[config.mk]
export PLATFORM = sky130hd
export DESIGN_NAME = axi_ad9364_dac_pattern_gen
export DESIGN_NICKNAME = d
export VERILOG_FILES = /design/src/rtl/axi_ad9364_pkg.sv /design/src/rtl/axi_ad9364_lfsr15.sv /design/src/rtl/axi_ad9364_dac_pattern_gen.sv
export SDC_FILE = /design/constraint.sdc
export NUM_CORES = 1
export LEC_CHECK = 0
export BUFFER_PORTS_ARGS = -buffer_cell sky130_fd_sc_hd__buf_4
export CAP_MARGIN = 30
export CORE_ASPECT_RATIO = 0.5
export CORE_MARGIN = 3
export CORE_UTILIZATION = 38
export CTS_BUF_LIST = sky130_fd_sc_hd__clkbuf_4 sky130_fd_sc_hd__clkbuf_8
export DETAILED_ROUTE_END_ITERATION = 12
export GPL_TIMING_DRIVEN = 0
export SLEW_MARGIN = 5
export SYNTH_ARGS = -nofsm -noshare
export SYNTH_HDL_FRONTEND = slang
export SYNTH_HIERARCHICAL = 1
export SYNTH_SLANG_ARGS = --single-unit
[constraint.sdc]
create_clock -name clk -period 4.3 [get_ports clk]
set_input_delay 0.86 -clock clk [delete_from_list [all_inputs] [get_ports clk]]
set_output_delay 0.86 -clock clk [all_outputs]
set_load 0.01 [all_outputs]
[src/rtl/axi_ad9364_pkg.sv]
// Shared constants for the AD9364 DAC test-pattern generator: pattern mode
// encodings, PRBS15 polynomial/seed and the valid cadence for each channel config.
package axi_ad9364_pkg;

  // Pattern select encodings
  localparam logic [1:0] MODE_ALT  = 2'b00;
  localparam logic [1:0] MODE_RAMP = 2'b01;
  localparam logic [1:0] MODE_PRBS = 2'b10;
  localparam logic [1:0] MODE_ZERO = 2'b11;

  // PRBS15 generator, polynomial x^15 + x^14 + 1, all-ones seed
  localparam int                    LFSR_WIDTH = 15;
  localparam logic [LFSR_WIDTH-1:0] LFSR_SEED  = 15'h7FFF;

  // Clocks per dac_valid: 1R1T interleaves two rails, 2R2T four
  localparam int PERIOD_1R1T = 2;
  localparam int PERIOD_2R2T = 4;

  // Alternating-pattern half currently being emitted
  typedef enum logic {
    SEL_A = 1'b0,
    SEL_B = 1'b1
  } ab_sel_e;

  function automatic int cadence_period(input int num_channels);
    return (num_channels == 2) ? PERIOD_2R2T : PERIOD_1R1T;
  endfunction

  // One LFSR step: shift toward the MSB, feedback from taps 15 and 14
  function automatic logic [LFSR_WIDTH-1:0] lfsr15_step(input logic [LFSR_WIDTH-1:0] s);
    return {s[LFSR_WIDTH-2:0], s[14] ^ s[13]};
  endfunction

endpackage

[src/rtl/axi_ad9364_lfsr15.sv]
// PRBS15 generator. The state is the sample source; it steps only when advance is set.
module axi_ad9364_lfsr15
  import axi_ad9364_pkg::*;
(
  input  logic                  clk,
  input  logic                  rst,
  input  logic                  advance,
  output logic [LFSR_WIDTH-1:0] state
);

  logic [LFSR_WIDTH-1:0] state_q;
  logic [LFSR_WIDTH-1:0] state_d;

  // Step the polynomial only when a PRBS sample is consumed
  always_comb begin
    state_d = state_q;
    if (advance) begin
      state_d = lfsr15_step(state_q);
    end
  end

  // State register, seeded on reset
  always_ff @(posedge clk) begin
    if (rst) begin
      state_q <= LFSR_SEED;
    end else begin
      state_q <= state_d;
    end
  end

  assign state = state_q;

endmodule

[src/rtl/axi_ad9364_dac_pattern_gen.sv]
// AD9364 DAC test-pattern source. A phase counter sets the dac_valid cadence
// (every 2nd clk for 1R1T, every 4th for 2R2T); on each valid one sample of
// the selected pattern (alternating A/B, ramp, PRBS15 or zero) is registered.
module axi_ad9364_dac_pattern_gen
  import axi_ad9364_pkg::*;
#(
  parameter int                    DATA_WIDTH   = 12,
  parameter int                    NUM_CHANNELS = 1,
  parameter logic [DATA_WIDTH-1:0] PAT_A_I      = 12'o2064,
  parameter logic [DATA_WIDTH-1:0] PAT_A_Q      = 12'o1753,
  parameter logic [DATA_WIDTH-1:0] PAT_B_I      = 12'o4402,
  parameter logic [DATA_WIDTH-1:0] PAT_B_Q      = 12'o1337
) (
  input  logic                  clk,
  input  logic                  rst,
  input  logic                  enable,
  input  logic [1:0]            mode,
  input  logic                  pat_wr,
  input  logic [DATA_WIDTH-1:0] pat_a_i,
  input  logic [DATA_WIDTH-1:0] pat_a_q,
  input  logic [DATA_WIDTH-1:0] pat_b_i,
  input  logic [DATA_WIDTH-1:0] pat_b_q,
  output logic                  dac_valid,
  output logic [DATA_WIDTH-1:0] dac_data_i1,
  output logic [DATA_WIDTH-1:0] dac_data_q1,
  output logic [DATA_WIDTH-1:0] dac_data_i2,
  output logic [DATA_WIDTH-1:0] dac_data_q2,
  output logic                  dac_r1_mode,
  output logic [31:0]           sample_count
);

  typedef logic [DATA_WIDTH-1:0] sample_t;

  localparam logic [1:0] PHASE_LAST = 2'(cadence_period(NUM_CHANNELS) - 1);

  // Pattern register file, packed as {B_Q, B_I, A_Q, A_I}
  localparam int PAT_NUM = 4;
  localparam int IDX_A_I = 0;
  localparam int IDX_A_Q = 1;
  localparam int IDX_B_I = 2;
  localparam int IDX_B_Q = 3;
  localparam logic [PAT_NUM-1:0][DATA_WIDTH-1:0] PAT_RESET = {PAT_B_Q, PAT_B_I, PAT_A_Q, PAT_A_I};

  logic [PAT_NUM-1:0][DATA_WIDTH-1:0] pat_in;
  logic [PAT_NUM-1:0][DATA_WIDTH-1:0] pat_q;
  logic [PAT_NUM-1:0][DATA_WIDTH-1:0] pat_d;

  logic [1:0]  phase_q, phase_d;
  logic        valid_q, valid_d;
  sample_t     i1_q, i1_d;
  sample_t     q1_q, q1_d;
  sample_t     ramp_q, ramp_d;
  ab_sel_e     sel_q, sel_d;
  logic [31:0] count_q, count_d;

  logic                  fire;
  logic                  lfsr_adv;
  logic [LFSR_WIDTH-1:0] lfsr_state;
  logic                  lfsr_unused;
  sample_t               smp_i;
  sample_t               smp_q;

  assign pat_in = {pat_b_q, pat_b_i, pat_a_q, pat_a_i};

  // All four pattern registers load together on pat_wr
  for (genvar gi = 0; gi < PAT_NUM; gi++) begin : g_pat
    assign pat_d[gi] = pat_wr ? pat_in[gi] : pat_q[gi];
  end

  // A sample is issued whenever the running phase counter sits at zero
  assign fire     = enable && (phase_q == 2'd0);
  assign lfsr_adv = fire && (mode == MODE_PRBS);

  axi_ad9364_lfsr15 u_lfsr (
    .clk     (clk),
    .rst     (rst),
    .advance (lfsr_adv),
    .state   (lfsr_state)
  );

  // Bits above DATA_WIDTH never reach the outputs
  assign lfsr_unused = ^lfsr_state;

  // Phase runs only while enabled; dropping enable parks it at zero
  always_comb begin
    phase_d = 2'd0;
    if (enable && (phase_q != PHASE_LAST)) begin
      phase_d = phase_q + 2'd1;
    end
  end

  // Candidate sample for the selected pattern, taken from current generator state
  always_comb begin
    smp_i = '0;
    smp_q = '0;
    case (mode)
      MODE_ALT: begin
        smp_i = (sel_q == SEL_B) ? pat_q[IDX_B_I] : pat_q[IDX_A_I];
        smp_q = (sel_q == SEL_B) ? pat_q[IDX_B_Q] : pat_q[IDX_A_Q];
      end
      MODE_RAMP: begin
        smp_i = ramp_q;
        smp_q = ~ramp_q;
      end
      MODE_PRBS: begin
        smp_i = lfsr_state[DATA_WIDTH-1:0];
        smp_q = ~lfsr_state[DATA_WIDTH-1:0];
      end
      default: begin
        smp_i = '0;
        smp_q = '0;
      end
    endcase
  end

  // Outputs and per-mode state move only on a valid; each generator steps only in its own mode
  always_comb begin
    valid_d = fire;
    i1_d    = i1_q;
    q1_d    = q1_q;
    sel_d   = sel_q;
    ramp_d  = ramp_q;
    count_d = count_q;
    if (fire) begin
      i1_d    = smp_i;
      q1_d    = smp_q;
      count_d = count_q + 32'd1;
      if (mode == MODE_ALT) begin
        sel_d = (sel_q == SEL_A) ? SEL_B : SEL_A;
      end
      if (mode == MODE_RAMP) begin
        ramp_d = ramp_q + sample_t'(1);
      end
    end
  end

  // State registers; reset beats both enable and pat_wr
  always_ff @(posedge clk) begin
    if (rst) begin
      phase_q <= 2'd0;
      valid_q <= 1'b0;
      i1_q    <= '0;
      q1_q    <= '0;
      sel_q   <= SEL_A;
      ramp_q  <= '0;
      count_q <= 32'd0;
      pat_q   <= PAT_RESET;
    end else begin
      phase_q <= phase_d;
      valid_q <= valid_d;
      i1_q    <= i1_d;
      q1_q    <= q1_d;
      sel_q   <= sel_d;
      ramp_q  <= ramp_d;
      count_q <= count_d;
      pat_q   <= pat_d;
    end
  end

  assign dac_valid    = valid_q;
  assign dac_data_i1  = i1_q;
  assign dac_data_q1  = q1_q;
  assign sample_count = count_q;
  assign dac_r1_mode  = (NUM_CHANNELS == 1);

  // Second channel mirrors the first with rails swapped; silent in 1R1T
  if (NUM_CHANNELS == 2) begin : g_ch2
    assign dac_data_i2 = q1_q;
    assign dac_data_q2 = i1_q;
  end else begin : g_ch1
    assign dac_data_i2 = '0;
    assign dac_data_q2 = '0;
  end

endmodule

==> results of run 1 <==
==> state kept, by name (all words and copies together), names as in the netlist <==
register and count:
dac_data_i1 12, dac_data_q1 12, dac_valid 1, pat_q 48, phase_q 2, ramp_q 12
sample_count 32, sel_q 1, u_lfsr/state 15
==> metrics by stage <==
stage | total power [mW] | setup WS, ns | utilization, %
3_3_place_gp | 1.71 | 1.52 | 47.0
6_report | 2.75 | 1.81 | 49.5
4_1_cts | 2.77 | 1.82 | 49.5
5_1_grt | 2.86 | 1.62 | 49.5
2_1_floorplan | 1.57 | 1.89 | -
3_5_place_dp | 1.72 | 1.48 | 47.0
==> synthesized netlist by cell type (all sizes together) (2+ instances only) <==
cell    number  area share [%]
a211o       35             4.9
a21oi       18             1.4
a221oi      11             1.5
a31oi       13             1.3
and2         5            0.50
and3         2            0.20
and4         6            0.86
buf         36             4.6
clkbuf      39             2.4
conb         2            0.12
dfxtp      135              43
ha           4            0.80
inv          7            0.42
mux2         5            0.90
mux2i       51             8.2
nand2       46             2.8
nand3       14             1.2
nand4       15             1.6
nor2        79             4.8
nor2b       40             4.0
nor3        31             2.5
nor4        11             1.1
o21ai       32             2.6
o31ai        8            0.96
or2          2            0.20
or3          9            0.90
or4         12             1.5
xnor2       16             2.3
xor2         7            0.98
==> worst paths after layout <==
check | start | to | slack [ns] | depth (start not counted)
worst max-delay path | phase_q[0] | u_lfsr/state[10] | 1.81 | 10
worst min-delay path | phase_q[0] | phase_q[0] | 0.47 | 1
worst max register to register | phase_q[0] | u_lfsr/state[10] | 1.81 | 10
worst min register to register | phase_q[0] | phase_q[0] | 0.47 | 1
==> layout make-up <==
type / instances / area (um^2) / share of cell area (%)
multi-input cells: 503 / 3140 / 40.3
flip-flops and latches: 135 / 2700 / 34.7
well taps: 221 / 277 / 3.55
clock inverters: 15 / 159 / 2.04
repair buffers: 108 / 811 / 10.4
inverters: 8 / 30.0 / 0.385
clock buffers: 17 / 234 / 3.00
plain buffers: 76 / 442 / 5.67
==> layer usage <==
| metal | wire [um] | track usage, % | vias to the layer above |
|---|---|---|---|
| li1 | - | - | 2742 |
| met5 | 0 | 0 | - |
| met4 | 199 | 6.73 | 0 |
| met1 | 8170 | 25.5 | 2604 |
| met2 | 7600 | 30.9 | 223 |
| met3 | 1400 | 4.83 | 21 |
==> cell families after synthesis <==
family | after synthesis | synth area share (%)
buf+inv | 84 | 7.58
flops | 135 | 43.4
mux | 56 | 9.11
xor+xnor | 23 | 3.24
fa+ha+maj | 4 | 0.804
other cells | 2 | 0.121
simple gates | 277 | 22.8
compound gates | 118 | 12.9
==> where the power goes <==
group | internal [mW] | switching [mW] | total [mW]
Sequential | 1.30 | 0.0296 | 1.33
Clock | 0.481 | 0.580 | 1.06
Combinational | 0.162 | 0.191 | 0.353
Total | 1.95 | 0.800 | 2.75
==> impl_metrics.json, run 1 <==
{
  "result_of_the_run": "finished clean",
  "power_leakage_nw": 3.14,
  "maxCapViolCount": 0,
  "worstHoldPathType": "flop to flop",
  "post_cts_buffers": 0,
  "detailroute.via_count": 5590,
  "synthesis.area_um2": 6220,
  "numPlacedInstances": 1051,
  "final.hold.worst_slack_ns": 0.467,
  "grt_overflow": 0,
  "worstSkewPairLatency_ns": 0.45,
  "grt_util_all_layers_pct": 19.2,
  "cp.buffers_inverters": 5,
  "count_of_antenna_diodes_in_the_layout": 0,
  "totalWireLength_um": 17400,
  "min_period_over_period_pct": 57.8,
  "floorplan_die_width_um": 187,
  "route.detailed.wl_per_inst_um": 16.0,
  "final_cell_count_no_fill": 1083,
  "synth_enable_flop_cells": 0,
  "antenna_found_initial": 0,
  "powerDensity_nw_per_um2": 353,
  "worst_setup_hold_path_clk_slew_ns": 0.08,
  "rsz0062_at_grt": "false",
  "tritoncts": "yes",
  "num_io_pins": 136,
  "cts_sinks": 135,
  "core_region_area_um2": 15700,
  "max-clock-path-buffers": 2,
  "number_of_storage_elements_in_the_synthesis_netlist": 135,
  "maximum_level_of_the_cts_h_tree": 4,
  "report.final.setup_viol": 0,
  "detailed_place_hpwl_um": 13000,
  "worst_ep_arrival_time_ns": 2.82,
  "detailedRoute.firstIterationViolations": 293,
  "die_outline_area_um2": 18000,
  "netlist-cell-type-count": 46,
  "dr.pass1.iters": 6,
  "gp_congestion": 0.881,
  "worst_pin_slew_ns": 0.771,
  "design_area_um2": 7790,
  "proportion_of_layout_cells_with_a_drive_suffix_above_1_pct": 21.6,
  "grt_pass1_wl_um": 27000,
  "slowest_delay_ns": 0.48,
  "worst-endpoint-required_ns": 4.63,
  "critical-path-top-delay-family": "buffers and inverters",
  "synth_area_per_cell_um2": 8.91,
  "post_dp_cell_area_um2": 7400,
  "max_slew_violations": 0,
  "postSynth.topFlopCell": "sky130_fd_sc_hd__dfxtp_1",
  "ant_nets": 0,
  "final_common_cell": "sky130_fd_sc_hd__dfxtp_1",
  "cp_cell_sequence": "inv_1 > ha_1 > and2_1 > clkbuf_1 > clkbuf_1 > and3_1 > buf_6 > buf_12 > mux2i_1 > nand2_1",
  "post_drt_via_cell_ratio": 5.16,
  "synth_async_sr_flop_share_pct": 0,
  "synth.yosys.warnings": 6,
  "slew_headroom_pct": 48.6,
  "fillers": 1537,
  "initial_core_util_pct": 39.6,
  "grt_max_degree": 17,
  "syn_to_final_growth_pct": 25.2,
  "netlist_instances": 699,
  "ir_worst_vdd_v": 0.000162,
  "timing_worst_setup_path_type": "flop to flop",
  "rows": 32,
  "finalSetupTns_ns": 0,
  "timing.clock.skew_ns": 0.0140,
  "port_buffers": 108,
  "timing.final.hold_violations": 0,
  "layout_min_cycle_time_ns": 2.49,
  "crit_path_frequent_cell": "sky130_fd_sc_hd__clkbuf_1",
  "cts-root-buf": "sky130_fd_sc_hd__clkbuf_8",
  "number_of_nets_in_the_layout": 907,
  "layout.cells.most_common_list": "sky130_fd_sc_hd__dfxtp_1, sky130_fd_sc_hd__buf_4, sky130_fd_sc_hd__nor2_1, sky130_fd_sc_hd__mux2i_1, sky130_fd_sc_hd__nand2_1",
  "holdBufCountCts": 0,
  "tritoncts.num_buffers": 17,
  "critPathMaxFanout": 10,
  "detail_route.drc_violations": 0,
  "timing.fmax_ghz": 0.402,
  "die_h_um": 96.5,
  "post_cts.resized_instances": 0,
  "critical_path.startpoint_type": "flop",
  "critPathSlowestCell": "sky130_fd_sc_hd__clkbuf_1",
  "timing.critical_path.to_type": "flop",
  "first_global_vias": 5130,
  "synth_seq_area_share_pct": 43.4
}
No activity file was read; power rests on OpenSTA's default activity.
==> run 2: changes to the inputs <==
ABC_AREA = 1   (was default)
clock period = 2.2 ns   (was 4.3 ns; I/O delays follow)
==> impl_metrics.json, run 2 <==
{
  "worst_setup_hold_path_clk_slew_ns": 0.09,
  "report.final.setup_viol": 0,
  "critical-path-top-delay-family": "buffers and inverters",
  "finalSetupTns_ns": 0,
  "maxCapViolCount": 0,
  "fillers": 1632,
  "count_of_antenna_diodes_in_the_layout": 0,
  "postSynth.topFlopCell": "sky130_fd_sc_hd__dfxtp_1",
  "slowest_delay_ns": 0.46,
  "min_period_over_period_pct": 93.2,
  "result_of_the_run": "finished clean",
  "die_h_um": 98.2,
  "grt_overflow": 0,
  "layout.cells.most_common_list": "sky130_fd_sc_hd__nand2_1, sky130_fd_sc_hd__buf_4, sky130_fd_sc_hd__dfxtp_1, sky130_fd_sc_hd__nor2_1, sky130_fd_sc_hd__inv_1",
  "detailed_place_hpwl_um": 14700,
  "synth_area_per_cell_um2": 7.02,
  "syn_to_final_growth_pct": 24.8,
  "dr.pass1.iters": 5,
  "power_mw": 5.47,
  "synth.most_common_cell": "sky130_fd_sc_hd__nand2_1",
  "synth_enable_flop_cells": 0,
  "power_leakage_nw": 3.60,
  "worst-endpoint-required_ns": 2.53,
  "synthesis.area_um2": 6460,
  "critPathSlowestCell": "sky130_fd_sc_hd__clkbuf_1",
  "final.hold.worst_slack_ns": 0.203,
  "port_buffers": 110,
  "detail_route.drc_violations": 0,
  "synth.yosys.warnings": 6,
  "timing.final.hold_violations": 0,
  "grt_pass1_wl_um": 30300,
  "final_cell_count_no_fill": 1306,
  "rows": 32,
  "initial_core_util_pct": 40.3,
  "detailedRoute.firstIterationViolations": 379,
  "first_global_vias": 5842,
  "crit_path_frequent_cell": "sky130_fd_sc_hd__buf_6",
  "worstSkewPairLatency_ns": 0.45,
  "post_drt_via_cell_ratio": 4.88,
  "tritoncts": "yes",
  "largest_register_ff_count": 48,
  "timing.fmax_ghz": 0.488,
  "synthDominantAreaCellType": "sky130_fd_sc_hd__dfxtp_1",
  "core_region_area_um2": 16000,
  "tritoncts.num_buffers": 17,
  "number_of_nets_in_the_layout": 1130,
  "num_io_pins": 136,
  "cts-root-buf": "sky130_fd_sc_hd__clkbuf_8",
  "cp_cell_sequence": "inv_1 > ha_1 > nand2_1 > buf_6 > clkbuf_1 > nor2_1 > buf_6 > buf_6 > nand2_1 > nand3_2",
  "ant_nets": 0,
  "grt_max_degree": 17,
  "numPlacedInstances": 1274,
  "largest_register": "pat_q",
  "grt_util_all_layers_pct": 20.7,
  "final_common_cell": "sky130_fd_sc_hd__nand2_1",
  "synth_seq_area_share_pct": 41.9,
  "floorplan_die_width_um": 190,
  "slew_headroom_pct": 56.1,
  "timing.critical_path.to_type": "flop",
  "netlist_instances": 920,
  "post_cts_buffers": 0,
  "number_of_storage_elements_in_the_synthesis_netlist": 135,
  "holdBufCountCts": 0,
  "worst_pin_slew_ns": 0.659,
  "post_cts.resized_instances": 0,
  "powerDensity_nw_per_um2": 679,
  "max-clock-path-buffers": 2,
  "gp_congestion": 0.889,
  "maximum_level_of_the_cts_h_tree": 4,
  "synth_async_sr_flop_share_pct": 0,
  "critical_path.startpoint_type": "flop",
  "worstHoldPathType": "input pin to flop",
  "ir_worst_vdd_v": 0.000388,
  "synth.cells.most_frequent": "sky130_fd_sc_hd__nand2_1, sky130_fd_sc_hd__dfxtp_1, sky130_fd_sc_hd__nor2_1, sky130_fd_sc_hd__inv_1",
  "antenna_found_initial": 0,
  "detailroute.via_count": 6375,
  "cts_sinks": 135,
  "timing_worst_setup_path_type": "flop to flop",
  "cp.buffers_inverters": 5,
  "rsz0062_at_grt": "false",
  "worst_ep_arrival_time_ns": 2.38,
  "critPathMaxFanout": 10,
  "synth_top_area_share_pct": 41.9,
  "die_outline_area_um2": 18700,
  "max_slew_violations": 0,
  "proportion_of_layout_cells_with_a_drive_suffix_above_1_pct": 21.4,
  "totalWireLength_um": 19200,
  "timing.clock.skew_ns": 0.0146,
  "route.detailed.wl_per_inst_um": 14.7,
  "layout_min_cycle_time_ns": 2.05,
  "synth.area.top_cells": "sky130_fd_sc_hd__dfxtp_1, sky130_fd_sc_hd__nand2_1, sky130_fd_sc_hd__nor2_1",
  "netlist-cell-type-count": 33
}
## run 2: cell types whose count changed in the layout (fill, tap and decap cells not counted), sizes merged, moves of 25 or more
cell / delta
inv: +82
a211o: -35
nor2: +51
mux2i: -51
nand3: +41
nand2: +184
nor2b: -40
a21oi: +57
o21ai: +44
nor3: -25
## run 2: routing by layer
layer	up-vias	routed length [um]	global-route usage, %
li1	3232	-	-
met1	2921	9440	29.9
met4	0	199	4.28
met5	-	0	0
met3	21	1440	5.34
met2	201	8140	31.2
## run 2: final cells by class
type | count | area (um^2) | area share, %
clock inverter | 14 | 165 | 2.05
timing repair buffer | 110 | 826 | 10.2
inverter | 92 | 350 | 4.35
clock buffer | 18 | 248 | 3.07
buffer | 71 | 429 | 5.33
sequential | 135 | 2700 | 33.5
multi-input combinational | 645 | 3060 | 38.0
tap | 221 | 277 | 3.43
## run 2: through the flow
step,util (%),area (um^2),setup slack [ns]
floorplan,-,6540,0.525
global placement,47.7,7650,0.150
detailed placement,47.7,7650,0.161
CTS,50.3,8060,0.146
global route,50.3,8060,0.0205
finish,50.3,8060,0.151
## run 2: worst min-delay path, stage by stage
cell and delay [ns]:
sky130_fd_sc_hd__buf_4 0.08, sky130_fd_sc_hd__a21oi_1 0.05, sky130_fd_sc_hd__o21ai_0 0.06
## run 2: logic make-up after synthesis
| kind of cell | after synthesis | share of synthesized area [%] |
|---|---|---|
| compound gates | 179 | 15.2 |
| xor+xnor | 2 | 0.271 |
| fa+ha+maj | 4 | 0.775 |
| buf+inv | 163 | 12.1 |
| flops | 135 | 41.9 |
| other cells | 2 | 0.116 |
| simple gates | 435 | 29.7 |
## run 2: power breakdown
part	internal, mW	switching [mW]	leakage (nW)
sequential	2.55	0.0678	1.11
clock	1.07	1.10	0.203
combinational	0.280	0.401	2.29
total	3.90	1.57	3.60
## run 2: worst paths after layout
| path | slack, ns | endpoint | start | cells past startpoint |
|---|---|---|---|---|
| setup / recovery | 0.15 | u_lfsr/state[9] | phase_q[0] | 10 |
| hold / removal | 0.20 | pat_q[43] | pat_b_q[7] | 3 |
| setup reg to reg | 0.15 | u_lfsr/state[9] | phase_q[0] | 10 |
| hold reg to reg | 0.46 | pat_q[22] | pat_q[22] | 2 |
==> run 3: changes to the inputs <==
CORE_ASPECT_RATIO = default   (was 0.5)
==> impl_metrics.json, run 3 (same netlist as run 2, synthesis figures left out) <==
{
  "result_of_the_run": "finished clean",
  "report.final.setup_viol": 0,
  "tritoncts.num_buffers": 17,
  "timing_worst_setup_path_type": "flop to flop",
  "wl_met1_um": 8880,
  "number_of_nets_in_the_layout": 1129,
  "finalSetupTns_ns": 0,
  "ant_nets": 0,
  "cp.buffers_inverters": 2,
  "pre_cts_ws_ns": 0.0638,
  "floorplan_die_width_um": 136,
  "critPathSlowestCell": "sky130_fd_sc_hd__dfxtp_1",
  "gp_congestion": 0.860,
  "switchingPower_mw": 1.42,
  "port_buffers": 110,
  "route.detailed.wl_per_inst_um": 14.2,
  "totalWireLength_um": 18500,
  "slowest_delay_ns": 0.33,
  "switching_share_pct": 25.4,
  "dr.max_layer_used": "met4",
  "worstSkewPairLatency_ns": 0.45,
  "final_common_cell": "sky130_fd_sc_hd__nand2_1",
  "cts_sinks": 135,
  "final_worst_setup_slack_ns": 0.400,
  "holdBufCountCts": 0,
  "die_h_um": 136,
  "worstHoldPathType": "input pin to flop",
  "worst_pin_slew_ns": 0.625,
  "timing.final.hold_violations": 0,
  "critical_path.startpoint_type": "flop",
  "r2r_setup_slack_ns": 0.40,
  "worst_setup_hold_path_clk_slew_ns": 0.08,
  "cp_cell_sequence": "inv_1 > ha_1 > nand2_1 > buf_6 > nor2_4 > nand3_1 > nor2_1 > nand2_1 > o21ai_0 > nor2_1",
  "max_slew_violations": 0,
  "rsz0062_at_grt": "false",
  "timing.critical_path.to_type": "flop",
  "routed-wl-met3_um": 1370,
  "largest_register": "pat_q",
  "timing.fmax_ghz": 0.555,
  "grt_pass1_wl_um": 28700,
  "detailed_place_hpwl_um": 14300,
  "first_global_vias": 5451,
  "grt_max_degree": 17,
  "detailroute.via_count": 6154,
  "critPathMaxFanout": 19,
  "largest_register_ff_count": 48,
  "worst-endpoint-required_ns": 2.52,
  "maxCapViolCount": 0,
  "min_period_over_period_pct": 81.8,
  "initial_core_util_pct": 38.9,
  "worst_ep_arrival_time_ns": 2.12,
  "rows": 47,
  "layout_min_cycle_time_ns": 1.80,
  "clock_power_share_pct": 40.9,
  "power_frac_comb_pct": 12.1,
  "max-clock-path-buffers": 2,
  "ir_worst_vdd_v": 0.000356,
  "syn_to_final_growth_pct": 25.1,
  "layout.cells.most_common_list": "sky130_fd_sc_hd__nand2_1, sky130_fd_sc_hd__buf_4, sky130_fd_sc_hd__dfxtp_1, sky130_fd_sc_hd__nor2_1, sky130_fd_sc_hd__inv_1",
  "maximum_level_of_the_cts_h_tree": 4,
  "num_io_pins": 136,
  "count_of_antenna_diodes_in_the_layout": 0,
  "antenna_found_initial": 0,
  "post_cts.resized_instances": 0,
  "tritoncts": "yes",
  "grt_overflow": 0,
  "proportion_of_layout_cells_with_a_drive_suffix_above_1_pct": 21.4,
  "core_region_area_um2": 16600,
  "sequential_cell_area_um2": 2700,
  "timing.clock.skew_ns": 0.0116,
  "wl_met2_um": 7900,
  "intPower_mw": 4.16,
  "fillers": 1771,
  "multi_input_comb_area_um2": 3060,
  "powerDensity_nw_per_um2": 690,
  "detail_route.drc_violations": 0,
  "share_of_total_power_in_sequential_cells_pct": 47.0,
  "die_outline_area_um2": 18600,
  "slew_headroom_pct": 58.3,
  "grt_util_all_layers_pct": 20.0,
  "dr.pass1.iters": 5,
  "cts-root-buf": "sky130_fd_sc_hd__clkbuf_8",
  "post_drt_via_cell_ratio": 4.72,
  "detailedRoute.firstIterationViolations": 507,
  "power_leakage_nw": 3.62,
  "critical-path-top-delay-family": "simple AND/OR/NAND/NOR gates"
}
==> run 3: tightest hold or removal path: cells and delay by family <==
| kind | cells | cell delay, ns |
|---|---|---|
| buffers and inverters | 1 | 0.08 |
| AND/OR/NAND/NOR | 2 | 0.10 |
==> run 3: power by group through the flow <==
| stage | Combinational [mW] | Sequential [mW] | Clock, mW |
|---|---|---|---|
| after floorplan | 0.401 | 2.67 | 0 |
| after global placement | 0.674 | 2.67 | 0 |
| after detailed placement | 0.676 | 2.67 | 0 |
| after CTS | 0.678 | 2.62 | 2.32 |
| after global routing | 0.758 | 2.63 | 2.42 |
| final | 0.677 | 2.62 | 2.28 |
==> run 3: area by class of cell <==
type | count | share of cell area, %
inverter | 92 | 4.34
clock buffer | 22 | 3.52
buffer | 70 | 5.27
multi-input combinational | 645 | 37.9
clock inverter | 10 | 1.86
sequential | 135 | 33.5
timing repair buffer | 110 | 10.2
tap | 220 | 3.41
==> run 3: routing by layer <==
| metal | GRT usage [%] | vias up |
|---|---|---|
| met5 | 0 | - |
| met4 | 7.17 | 0 |
| met2 | 29.1 | 202 |
| li1 | - | 3219 |
| met1 | 29.1 | 2709 |
| met3 | 4.07 | 24 |
==> run 3: metrics by stage <==
| step | power, mW | cells | hold slack [ns] | util [%] | area, um^2 |
|---|---|---|---|---|---|
| after global routing | 5.81 | 1304 | 0.180 | 48.7 | 8080 |
| final | 5.57 | 1304 | 0.195 | 48.7 | 8080 |
| after floorplan | 3.07 | 943 | 0.417 | - | 6540 |
| after global placement | 3.35 | 1273 | 0.433 | 46.1 | 7640 |
| after detailed placement | 3.35 | 1273 | 0.449 | 46.1 | 7640 |
| after CTS | 5.62 | 1305 | 0.173 | 48.7 | 8080 |
==> run 3: timing repair <==
action                                  CTS  global route
endpoints found under the hold margin     0             0
buffers inserted                          0             0
endpoints found under the setup margin    0            12
==> run 3: path summary, 6_finish.rpt <==
| check | startpoint | end | cells past startpoint |
|---|---|---|---|
| min | pat_a_i[5] | pat_q[5] | 3 |
| min reg2reg | phase_q[0] | phase_q[0] | 1 |
| max reg2reg | phase_q[0] | sample_count[15] | 10 |
| max | phase_q[0] | sample_count[15] | 10 |
